==> src/rtl/disp_scan_mux_pkg.sv <==
`default_nettype none
// ============================================================================
// Module      : disp_scan_mux_pkg
// Description : Shared constants and scan state encoding for disp_scan_mux.
// Revision    : 1.0 - initial release
// ============================================================================
package disp_scan_mux_pkg;

    localparam int DIGIT_W = 4;

    // Sliced down to NUM_DIGITS by the users; 8 is the widest legal display.
    localparam logic [7:0] ANODE_OFF = 8'hFF;

    typedef enum logic [0:0] {
        ST_IDLE = 1'b0,
        ST_SCAN = 1'b1
    } scan_state_t;

endpackage : disp_scan_mux_pkg
`default_nettype wire

==> src/rtl/disp_scan_mux_if.sv <==
`default_nettype none
// ============================================================================
// Module      : disp_scan_mux_if
// Description : Host-side load/enable bus and display-side outputs of the scanner.
// Revision    : 1.0 - initial release
// ============================================================================
interface disp_scan_mux_if #(
    parameter int NUM_DIGITS = 4
);
    import disp_scan_mux_pkg::*;

    logic                            enable;
    logic                            load;
    logic [DIGIT_W*NUM_DIGITS-1:0]   data_in;
    logic [NUM_DIGITS-1:0]           dp_in;
    logic [DIGIT_W-1:0]              bi_digit;
    logic [NUM_DIGITS-1:0]           an;
    logic                            dp;
    logic                            frame_done;

    modport master (
        output enable, load, data_in, dp_in,
        input  bi_digit, an, dp, frame_done
    );

    modport slave (
        input  enable, load, data_in, dp_in,
        output bi_digit, an, dp, frame_done
    );

endinterface : disp_scan_mux_if
`default_nettype wire

==> src/rtl/disp_scan_mux_scan_tick_gen.sv <==
`default_nettype none
// ============================================================================
// Module      : scan_tick_gen
// Description : DIV-cycle prescaler with synchronous clear; one-cycle tick out.
// Revision    : 1.0 - initial release
// ============================================================================
module scan_tick_gen #(
    parameter int DIV   = 50000,
    parameter int DIV_W = 16
) (
    input  wire logic clk,
    input  wire logic reset,
    input  wire logic i_clear,
    output logic      o_tick
);

    localparam logic [DIV_W-1:0] C_LAST = DIV_W'(DIV - 1);

    logic [DIV_W-1:0] r_count;
    logic             w_last;

    assign w_last = (r_count == C_LAST);
    assign o_tick = w_last && !i_clear;

    always_ff @(posedge clk or posedge reset) begin
        if (reset) begin
            r_count <= '0;
        end else if (i_clear || w_last) begin
            r_count <= '0;
        end else begin
            r_count <= r_count + 1'b1;
        end
    end

endmodule : scan_tick_gen
`default_nettype wire

==> src/rtl/disp_scan_mux.sv <==
`default_nettype none
// ============================================================================
// Module      : disp_scan_mux
// Description : Tear-free N-digit common-anode 7-segment scanner feeding bin_7seg.
//               Optional macro DISP_LEADING_ZERO_BLANK_EN blanks leading zeros.
// Revision    : 1.0 - initial release
// ============================================================================
module disp_scan_mux
    import disp_scan_mux_pkg::*;
#(
    parameter int NUM_DIGITS = 4,
    parameter int DIV        = 50000,
    parameter int DIV_W      = 16
) (
    input  wire logic        clk,
    input  wire logic        reset,
    disp_scan_mux_if.slave   bus
);

    localparam int                IDX_W      = $clog2(NUM_DIGITS);
    localparam int                DATA_W     = DIGIT_W * NUM_DIGITS;
    localparam logic [IDX_W-1:0]  C_LAST_IDX = IDX_W'(NUM_DIGITS - 1);

    scan_state_t             r_state, w_state_nxt;
    logic [IDX_W-1:0]        r_idx, w_idx_nxt;
    logic [DATA_W-1:0]       r_shadow, r_display, w_display_nxt;
    logic [NUM_DIGITS-1:0]   r_dp_shadow, r_dp_reg, w_dp_reg_nxt;
    logic                    r_pending, w_pending_nxt;
    logic                    w_clear, w_tick, w_boundary, w_apply;
    logic [NUM_DIGITS-1:0]   w_lit;
    logic [NUM_DIGITS-1:0]   r_an, w_an_nxt;
    logic [DIGIT_W-1:0]      r_bi, w_bi_nxt;
    logic                    r_dp, w_dp_nxt;
    logic                    r_frame_done;

    // Prescaler holds at zero on the IDLE->SCAN edge so digit 0 gets a full slot.
    assign w_clear = !(bus.enable && (r_state == ST_SCAN));

    scan_tick_gen #(
        .DIV   (DIV),
        .DIV_W (DIV_W)
    ) u_tick (
        .clk     (clk),
        .reset   (reset),
        .i_clear (w_clear),
        .o_tick  (w_tick)
    );

    assign w_boundary = w_tick && (r_idx == C_LAST_IDX);
    assign w_apply    = (r_state == ST_IDLE) || w_boundary;

    always_ff @(posedge clk or posedge reset) begin
        if (reset) begin
            r_state <= ST_IDLE;
        end else begin
            r_state <= w_state_nxt;
        end
    end

    always_comb begin
        w_state_nxt   = r_state;
        w_idx_nxt     = r_idx;
        w_display_nxt = r_display;
        w_dp_reg_nxt  = r_dp_reg;
        w_pending_nxt = r_pending;

        case (r_state)
            ST_IDLE: begin
                w_idx_nxt = '0;
                if (bus.enable) begin
                    w_state_nxt = ST_SCAN;
                end
            end
            ST_SCAN: begin
                if (!bus.enable) begin
                    w_state_nxt = ST_IDLE;
                    w_idx_nxt   = '0;
                end else if (w_tick) begin
                    w_idx_nxt = (r_idx == C_LAST_IDX) ? '0 : r_idx + 1'b1;
                end
            end
            default: begin
                w_state_nxt = ST_IDLE;
                w_idx_nxt   = '0;
            end
        endcase

        // A load landing on the wrap edge bypasses the shadow entirely.
        if (w_boundary && bus.load) begin
            w_display_nxt = bus.data_in;
            w_dp_reg_nxt  = bus.dp_in;
            w_pending_nxt = 1'b0;
        end else begin
            if (w_apply && r_pending) begin
                w_display_nxt = r_shadow;
                w_dp_reg_nxt  = r_dp_shadow;
                w_pending_nxt = 1'b0;
            end
            if (bus.load) begin
                w_pending_nxt = 1'b1;
            end
        end
    end

`ifdef DISP_LEADING_ZERO_BLANK_EN
    logic w_seen;

    always_comb begin
        w_lit    = '0;
        w_lit[0] = 1'b1;
        w_seen   = 1'b0;
        for (int k = NUM_DIGITS - 1; k >= 1; k--) begin
            if (w_display_nxt[k*DIGIT_W +: DIGIT_W] != '0) begin
                w_seen = 1'b1;
            end
            w_lit[k] = w_seen || w_dp_reg_nxt[k];
        end
    end
`else
    assign w_lit = '1;
`endif

    // Outputs are computed from next-cycle idx/display so they switch on the same edge.
    always_comb begin
        w_an_nxt = ANODE_OFF[NUM_DIGITS-1:0];
        w_dp_nxt = 1'b1;
        w_bi_nxt = w_display_nxt[int'(w_idx_nxt)*DIGIT_W +: DIGIT_W];
        if (w_state_nxt == ST_SCAN) begin
            if (w_lit[w_idx_nxt]) begin
                w_an_nxt[w_idx_nxt] = 1'b0;
            end
            w_dp_nxt = ~w_dp_reg_nxt[w_idx_nxt];
        end
    end

    always_ff @(posedge clk or posedge reset) begin
        if (reset) begin
            r_idx        <= '0;
            r_shadow     <= '0;
            r_dp_shadow  <= '0;
            r_display    <= '0;
            r_dp_reg     <= '0;
            r_pending    <= 1'b0;
            r_an         <= ANODE_OFF[NUM_DIGITS-1:0];
            r_bi         <= '0;
            r_dp         <= 1'b1;
            r_frame_done <= 1'b0;
        end else begin
            r_idx <= w_idx_nxt;
            if (bus.load) begin
                r_shadow    <= bus.data_in;
                r_dp_shadow <= bus.dp_in;
            end
            r_display    <= w_display_nxt;
            r_dp_reg     <= w_dp_reg_nxt;
            r_pending    <= w_pending_nxt;
            r_an         <= w_an_nxt;
            r_bi         <= w_bi_nxt;
            r_dp         <= w_dp_nxt;
            r_frame_done <= w_boundary;
        end
    end

    assign bus.an         = r_an;
    assign bus.bi_digit   = r_bi;
    assign bus.dp         = r_dp;
    assign bus.frame_done = r_frame_done;

endmodule : disp_scan_mux
`default_nettype wire

==> src/flat_wrapper.sv <==
// flat-port wrapper written by rule: the top's interface ports become plain ports
module disp_scan_mux_flat import disp_scan_mux_pkg::*;
#(
    parameter int NUM_DIGITS = 4,
    parameter int DIV        = 50000,
    parameter int DIV_W      = 16
)
  (clk, reset, bus_enable, bus_load, bus_data_in, bus_dp_in, bus_bi_digit, bus_an, bus_dp, bus_frame_done);
  disp_scan_mux_if #(.NUM_DIGITS(NUM_DIGITS)) bus_i ();
  input  wire logic clk;
  input  wire logic reset;
  input wire logic [$bits(bus_i.enable)-1:0] bus_enable;
  input wire logic [$bits(bus_i.load)-1:0] bus_load;
  input wire logic [$bits(bus_i.data_in)-1:0] bus_data_in;
  input wire logic [$bits(bus_i.dp_in)-1:0] bus_dp_in;
  output wire logic [$bits(bus_i.bi_digit)-1:0] bus_bi_digit;
  output wire logic [$bits(bus_i.an)-1:0] bus_an;
  output wire logic [$bits(bus_i.dp)-1:0] bus_dp;
  output wire logic [$bits(bus_i.frame_done)-1:0] bus_frame_done;
  assign bus_i.enable = bus_enable;
  assign bus_i.load = bus_load;
  assign bus_i.data_in = bus_data_in;
  assign bus_i.dp_in = bus_dp_in;
  assign bus_bi_digit = bus_i.bi_digit;
  assign bus_an = bus_i.an;
  assign bus_dp = bus_i.dp;
  assign bus_frame_done = bus_i.frame_done;
  disp_scan_mux #(.NUM_DIGITS(NUM_DIGITS), .DIV(DIV), .DIV_W(DIV_W)) u_core (.clk(clk), .reset(reset), .bus(bus_i));
endmodule
==> config.mk <==
export PLATFORM = sky130hd
export DESIGN_NAME = disp_scan_mux_flat
export DESIGN_NICKNAME = d
export VERILOG_FILES = /design/src/rtl/disp_scan_mux_pkg.sv /design/src/rtl/disp_scan_mux_if.sv /design/src/rtl/disp_scan_mux_scan_tick_gen.sv /design/src/rtl/disp_scan_mux.sv /design/src/flat_wrapper.sv
export SDC_FILE = /design/constraint.sdc
export NUM_CORES = 1
export LEC_CHECK = 0
export CAP_MARGIN = 20
export CORE_MARGIN = 2
export CORE_UTILIZATION = 36
export DETAILED_ROUTE_END_ITERATION = 7
export GPL_TIMING_DRIVEN = 0
export PLACE_DENSITY = 0.52
export SLEW_MARGIN = 30
export SYNTH_ARGS = -nofsm -noshare
export SYNTH_HDL_FRONTEND = slang
export SYNTH_SLANG_ARGS = --single-unit
==> constraint.sdc <==
create_clock -name clk -period 2.5 [get_ports clk]
set_input_delay 0.5 -clock clk [delete_from_list [all_inputs] [get_ports clk]]
set_output_delay 0.5 -clock clk [all_outputs]
set_load 0.005 [all_outputs]
* After elaboration in Yosys (flattened, before gate mapping)
Cells that the tools add are included.
Operators by class: divide/modulo/power cells 0, $add $sub $neg 2, bitwise gates (word level) 3, muxes and demuxes 22, $lt $le $gt $ge 2, shift operators 1, equal/unequal tests 2, reductions and logical operators 10, multiply operators 0
Operators with widths (count):
- 16-bit 2-to-1 mux | 3
- 16-bit by 1-bit adder with 16-bit output (second input constant) | 1
- 16-bit equality test (second input constant) | 1
- 4-bit 2-to-1 mux | 4
- 16-bit by 5-bit indexed part select with 4-bit output | 1
- 1-bit 2-to-1 mux | 8
- 1-bit logical AND | 6
- 2-bit 2-to-1 mux | 3
- 1-bit binary-select mux with 2-bit select | 2
- 4-bit NOT | 1
- 2-bit one-hot mux with 2 select lines | 1
- 2-bit by 3-bit less-than comparator with 1-bit output (second input constant) | 1
- 3-bit nonzero test | 1
- 2-bit by 1-bit adder with 2-bit output (second input constant) | 1
- 1-bit demux with 2-bit select | 1
- 2-bit equality test (second input constant) | 1
- 2-bit by 1-bit greater-or-equal comparator with 1-bit output (second input constant) | 1
- 1-bit logical OR | 2
- 1-bit NOT | 2
- 1-bit logical NOT | 1
Word-level totals: register bits 70, latch bits 0, input bits 24, RAM bits 0, ROM bits 0, output and inout bits 10, word-level logic and storage cells 54, memories 0

* Depth between registers and ports, before layout
word-level depth 12, depth in mapped cells 11, depth with buffers taken out 9

* Cells and area by module
From an unflattened synthesis, not the netlist that was laid out.
Unflattened totals: cells, all modules 292, area, all modules 3276.9 µm²
By module, submodules not included:
- disp_scan_mux | times used 1, cells an instance 209, area each 2466.1 µm², sequential area each 1357.6 µm²
- scan_tick_gen | times used 1, cells an instance 83, area each 810.8 µm², sequential area each 400.4 µm²

* Least setup slack after synthesis
Ideal clock, no wire load.
kind flip-flop to flip-flop, start point reg u_core.u_tick.r_count[5], end point reg u_core.r_dp, in the netlist u_core.bus.dp, stages on the path, launching flop included 9, library setup time 0.081 ns, data required time 2.419 ns, arrival time 2.067 ns, path slack 0.352 ns, buffers on the path 1, clock period less this slack 2.148 ns, path through dfrtp_1 > nor4b_2 > and4_1 > buf_6 > mux2i_2 > mux2_4 > a22oi_1 > nand3_1 > a32oi_1
On the way: elaborated cells between the ends (all ways) 15
RTL lines:
- start: declaration | line disp_scan_mux_scan_tick_gen.sv:19 | logic [DIV_W-1:0] r_count;
- start signal: assignment | line disp_scan_mux_scan_tick_gen.sv:31 | r_count <= r_count + 1'b1;
- 16-bit equality test | line disp_scan_mux_scan_tick_gen.sv:22 | assign w_last = (r_count == C_LAST);
- 1-bit logical AND | line disp_scan_mux_scan_tick_gen.sv:23 | assign o_tick = w_last && !i_clear;
- 2-bit 2-to-1 mux | line disp_scan_mux.sv:78 | end else if (w_tick) begin
- 2-bit 2-to-1 mux | line disp_scan_mux.sv:75 | if (!bus.enable) begin
- 2-bit one-hot mux with 2 select lines | line disp_scan_mux.sv:67 | case (r_state)
- net u_core.w_idx_nxt[1] | line disp_scan_mux.sv:25 | logic [IDX_W-1:0] r_idx, w_idx_nxt;
- 1-bit binary-select mux with 2-bit select | line disp_scan_mux.sv:132 | w_dp_nxt = ~w_dp_reg_nxt[w_idx_nxt];
- 1-bit 2-to-1 mux (implied by the code) | line disp_scan_mux.sv:132
- 1-bit NOT | line disp_scan_mux.sv:132
- 1-bit 2-to-1 mux | line disp_scan_mux.sv:128 | if (w_state_nxt == ST_SCAN) begin
- net u_core.w_dp_nxt | line disp_scan_mux.sv:33 | logic r_dp, w_dp_nxt;
- end signal: assignment | line disp_scan_mux.sv:159 | r_dp <= w_dp_nxt;
- end: declaration | line disp_scan_mux.sv:33
The timed path passes the listed nets, and every way through them passes these cells. The select of a mux whose other input is x is not followed. A chain may end at the register's enable or synchronous reset.

* Final worst setup path
start point reg u_core.u_tick.r_count[0], end point reg u_core.r_bi[3], in the netlist u_core.bus.bi_digit[3]
On the way: cells in the longest elaborated chain, start to end 8, elaborated cells between the ends (all ways) 12
RTL lines:
- 16-bit equality test (*) | line disp_scan_mux_scan_tick_gen.sv:22
- 1-bit logical AND (*) | line disp_scan_mux_scan_tick_gen.sv:23
- 1-bit logical AND (*) | line disp_scan_mux.sv:49 | assign w_boundary = w_tick && (r_idx == C_LAST_IDX);
- 1-bit logical OR | line disp_scan_mux.sv:50 | assign w_apply = (r_state == ST_IDLE) || w_boundary;
- 1-bit logical AND | line disp_scan_mux.sv:94 | if (w_apply && r_pending) begin
- 16-bit 2-to-1 mux | line disp_scan_mux.sv:94
- 16-bit 2-to-1 mux (*) | line disp_scan_mux.sv:89 | if (w_boundary && bus.load) begin
- net u_core.w_display_nxt[15] | line disp_scan_mux.sv:26 | logic [DATA_W-1:0] r_shadow, r_display, w_display_nxt;
- 16-bit by 5-bit indexed part select with 4-bit output (*) | line disp_scan_mux.sv:127 | w_bi_nxt = w_display_nxt[int'(w_idx_nxt)*DIGIT_W +: DIGIT_W];
- net u_core.w_bi_nxt[3] | line disp_scan_mux.sv:32 | logic [DIGIT_W-1:0] r_bi, w_bi_nxt;
- end signal: assignment | line disp_scan_mux.sv:158 | r_bi <= w_bi_nxt;
- end: declaration | line disp_scan_mux.sv:32
Mark *: on every way through the listed nets, which the timed path passes. The rest lies on a longest branch.

==> reports/qor.yml <==
outcome:
  outcome: "complete, no violations"
min_path:
  min_path_type: "input port to async pin"
routing:
  drc: 0
  wire_per_inst_um: 15.2
  firstDrtPassIters: 4
  drtIter0Drc: 102
  via_per_inst: 5.03
  antenna_left: 0
  drt_wl_total_mm: 6.62
  num_vias: 2181
critical_path:
  cp_slowest_cell: "dfrtp_1"
  cp_data_required_time_ps: 2790
  max_stage_delay_ps: 400
  timing.rr.start: "u_core.u_tick.r_count[0]"
  arrival_ps: 2640
  crit_type: "flop to flop"
  worstSetupEndpointType: "flop"
  rr_worst_depth: 10
  setup.worst_path.start_class: "flop"
  rrSetupSlack_ps: 150
  cp_common_cell: "nand2_1"
  regToRegEndpoint: "u_core.bus.bi_digit[3]"
  path_cells: "ha_1 > and3_1 > and4_1 > buf_6 > a41oi_2 > clkbuf_4 > nand2_1 > a31oi_1 > a22oi_1 > nand2_1"
  cp_max_fo: 10
yosys:
  synth_top_family_by_area: "simple AND/OR/NAND/NOR gates"
  syn_inst: 279
  synth_edf_count: 0
  ys_types: 36
  syn-num-nets: 305
  synthesis.area_um2: 3040
  synth_top_area_share_pct: 53.6
  synthMuxAreaShare_pct: 9.68
  ys_async_sr_fraction_pct: 100
  yosysWarnings: 0
  yosysSeqAreaShare_pct: 57.9
  synthFlopType: "dfrtp_1"
  synthTopCellsByArea: "dfrtp_1, mux2_2, nand2_1"
  synth_top_area_cell: "dfrtp_1"
  synth_fa_ha_area_share_pct: 0.824
  synth_compound_area_share_pct: 8.12
  synth.most_common_cell: "dfrtp_1"
  avgSynthCellArea_um2: 10.9
  synth_common_cells: "dfrtp_1, nand2_1, nor2_1"
  synth_xor_area_share_pct: 3.75
  ys_ff_latch: 70
  synth_simple_gate_area_share_pct: 16.6
timing:
  finalHoldViolCount: 0
  finalCriticalPeriod_ps: 2350
  clock_skew_ps: 10.0
  worstMarginPinSlew_ps: 772
  fmax_mhz: 425
  slew_violations: 0
  final-setup-viol-count: 0
  grt_setup_unrepaired: "false"
  post-route-period-util_pct: 94.0
  slew_headroom_pct: 48.6
cells_and_area:
  regArea_um2: 1760
  multi_input_area_um2: 1210
  nNetsFinal: 350
  final_area_um2: 3760
  largestRegisters: "u_core.r_display: 16 flops, u_core.r_shadow: 16 flops, u_core.u_tick.r_count: 16 flops"
  fin_util_pct: 45.8
  drive_above_1_share_pct: 17.9
  area_growth_syn_to_layout_pct: 23.8
  fill_cells: 787
  diodes: 0
floorplan:
  io_pins: 34
  die_w_um: 95.8
  dieArea_um2: 9190
  die_h_um: 95.8
  initial_core_util_pct: 37.0
  core_area_um2: 8220
  num_rows: 33
grt:
  track_usage_pct: 16.0
  antenna_found_initial: 0
  grt_pass1_wl_mm: 10.7
  gr-total-overflow: 0
  grt_pass1_vias: 2066
  grt_max_degree: 50
power_and_ir_drop:
  p_int_w: 0.00184
  cellPowerDensity_nw_per_um2: 659
  finalPower_w: 0.00248
  power_switching_w: 0.000634
  sequentialPowerShare_pct: 51.3
  pwr-share-comb_pct: 11.5
  cellLeakagePower_nw: 1.65
  peakVddDrop_uv: 321
  p_sw_share_pct: 25.6
  pwr-share-clk_pct: 37.1
placement:
  dpl_cell_area_um2: 3530
  gp_congestion: 0.738
  hpwl_mm: 4.45
  portBuffers: 33
clocking:
  cts_sinks: 70
  cts_hold_buf: 0
  post_cts_buffers: 0
  cts_tree: "built"
  htree_levels: 3
  clk_latency_ps: 350
  numCtsBuffers: 9
  clk_pin_slew_ps: 80
  clockBufferDepth: 2
  root_buffer: "clkbuf_8"
flow_run:
  drv_cap: 0
critical path: cells and delay by family, from the launching register on:
kind	cells	cell delay [ps]
compound gates	3	700
simple gates	4	540
fa+ha+maj	1	220
buf+inv	2	430
flops	1	400
kinds of logic after synthesis:
logic type,Yosys count
AOI/OAI and AO/OA,36
xor gates and xnor gates,13
adders and majority gates,2
buffers and inverters,20
DFF,70
muxes,26
and+or+nand+nor,112
power by group through the flow:
stage / sequential (W) / combinational (W) / clock, W
floorplan: 0.00129 / 0.000166 / 0
global placement: 0.00129 / 0.000277 / 0
detailed placement: 0.00130 / 0.000288 / 0
CTS: 0.00127 / 0.000289 / 0.000951
global route: 0.00128 / 0.000324 / 0.000998
finish: 0.00127 / 0.000286 / 0.000921
cell usage in the layout (no fill, tap or decap), types with 2 or more instances in the layout:
| cell type | n |
|---|---|
| ha_1 | 2 |
| mux2_2 | 20 |
| clkinv_4 | 2 |
| buf_1 | 2 |
| a22oi_1 | 9 |
| xnor2_1 | 10 |
| mux2i_1 | 4 |
| nand2b_1 | 2 |
| and2_1 | 3 |
| dfstp_2 | 5 |
| clkdlybuf4s50_1 | 33 |
| clkbuf_1 | 2 |
| nand2_1 | 42 |
| xor2_1 | 3 |
| clkbuf_4 | 2 |
| buf_4 | 2 |
| nand3_1 | 6 |
| clkinvlp_4 | 3 |
| inv_1 | 6 |
| dfrtp_1 | 65 |
| and3_1 | 11 |
| a21oi_1 | 5 |
| nor2_1 | 39 |
| clkbuf_2 | 3 |
| clkbuf_8 | 9 |
| a31oi_1 | 16 |
cell type report:
cell class / instances / area share [%]
Sequential cell: 70 / 46.8
Multi-Input combinational cell: 189 / 32.1
Timing Repair Buffer: 34 / 9.52
Tap cell: 105 / 3.49
Clock buffer: 9 / 3.29
Buffer: 13 / 2.03
Clock inverter: 7 / 2.00
Inverter: 7 / 0.765
through the flow:
step           hold slack (ps)  setup WS, ps  instances  setup TNS [ps]
2_1_floorplan              425           240        279               0
3_3_place_gp               447         -1070        417          -72570
3_5_place_dp               451          -266        418           -1130
4_1_cts                    445          48.1        434               0
5_1_grt                    487          9.46        434               0
6_report                   450           150        434               0
worst max path at each step:
stage,endpoint,start,slack (ps),depth (start not counted)
floorplan,u_core.bus.bi_digit[0],reset,240,1
global placement,u_core.r_shadow[0],reset,-1070,2
detailed placement,u_core.bus.dp,bus_enable,-270,8
CTS,u_core.bus.dp,u_core.u_tick.r_count[12],50,8
global route,u_core.bus.bi_digit[2],u_core.u_tick.r_count[0],9,10
finish,u_core.bus.bi_digit[3],u_core.u_tick.r_count[0],150,10
timing repair:
item                                    4_1_cts  5_1_grt
endpoints found under the setup margin        1        5
resized for setup                             1       10
pin swaps                                     0        0
layer usage:
layer,up-vias,routed length [um],global-route usage (%)
met4,0,107,7.14
met3,7,240,4.07
met5,-,0,0
met1,1083,3300,23.6
li1,1048,-,-
met2,43,2970,22.1
No activity file was read; power rests on OpenSTA's default activity.
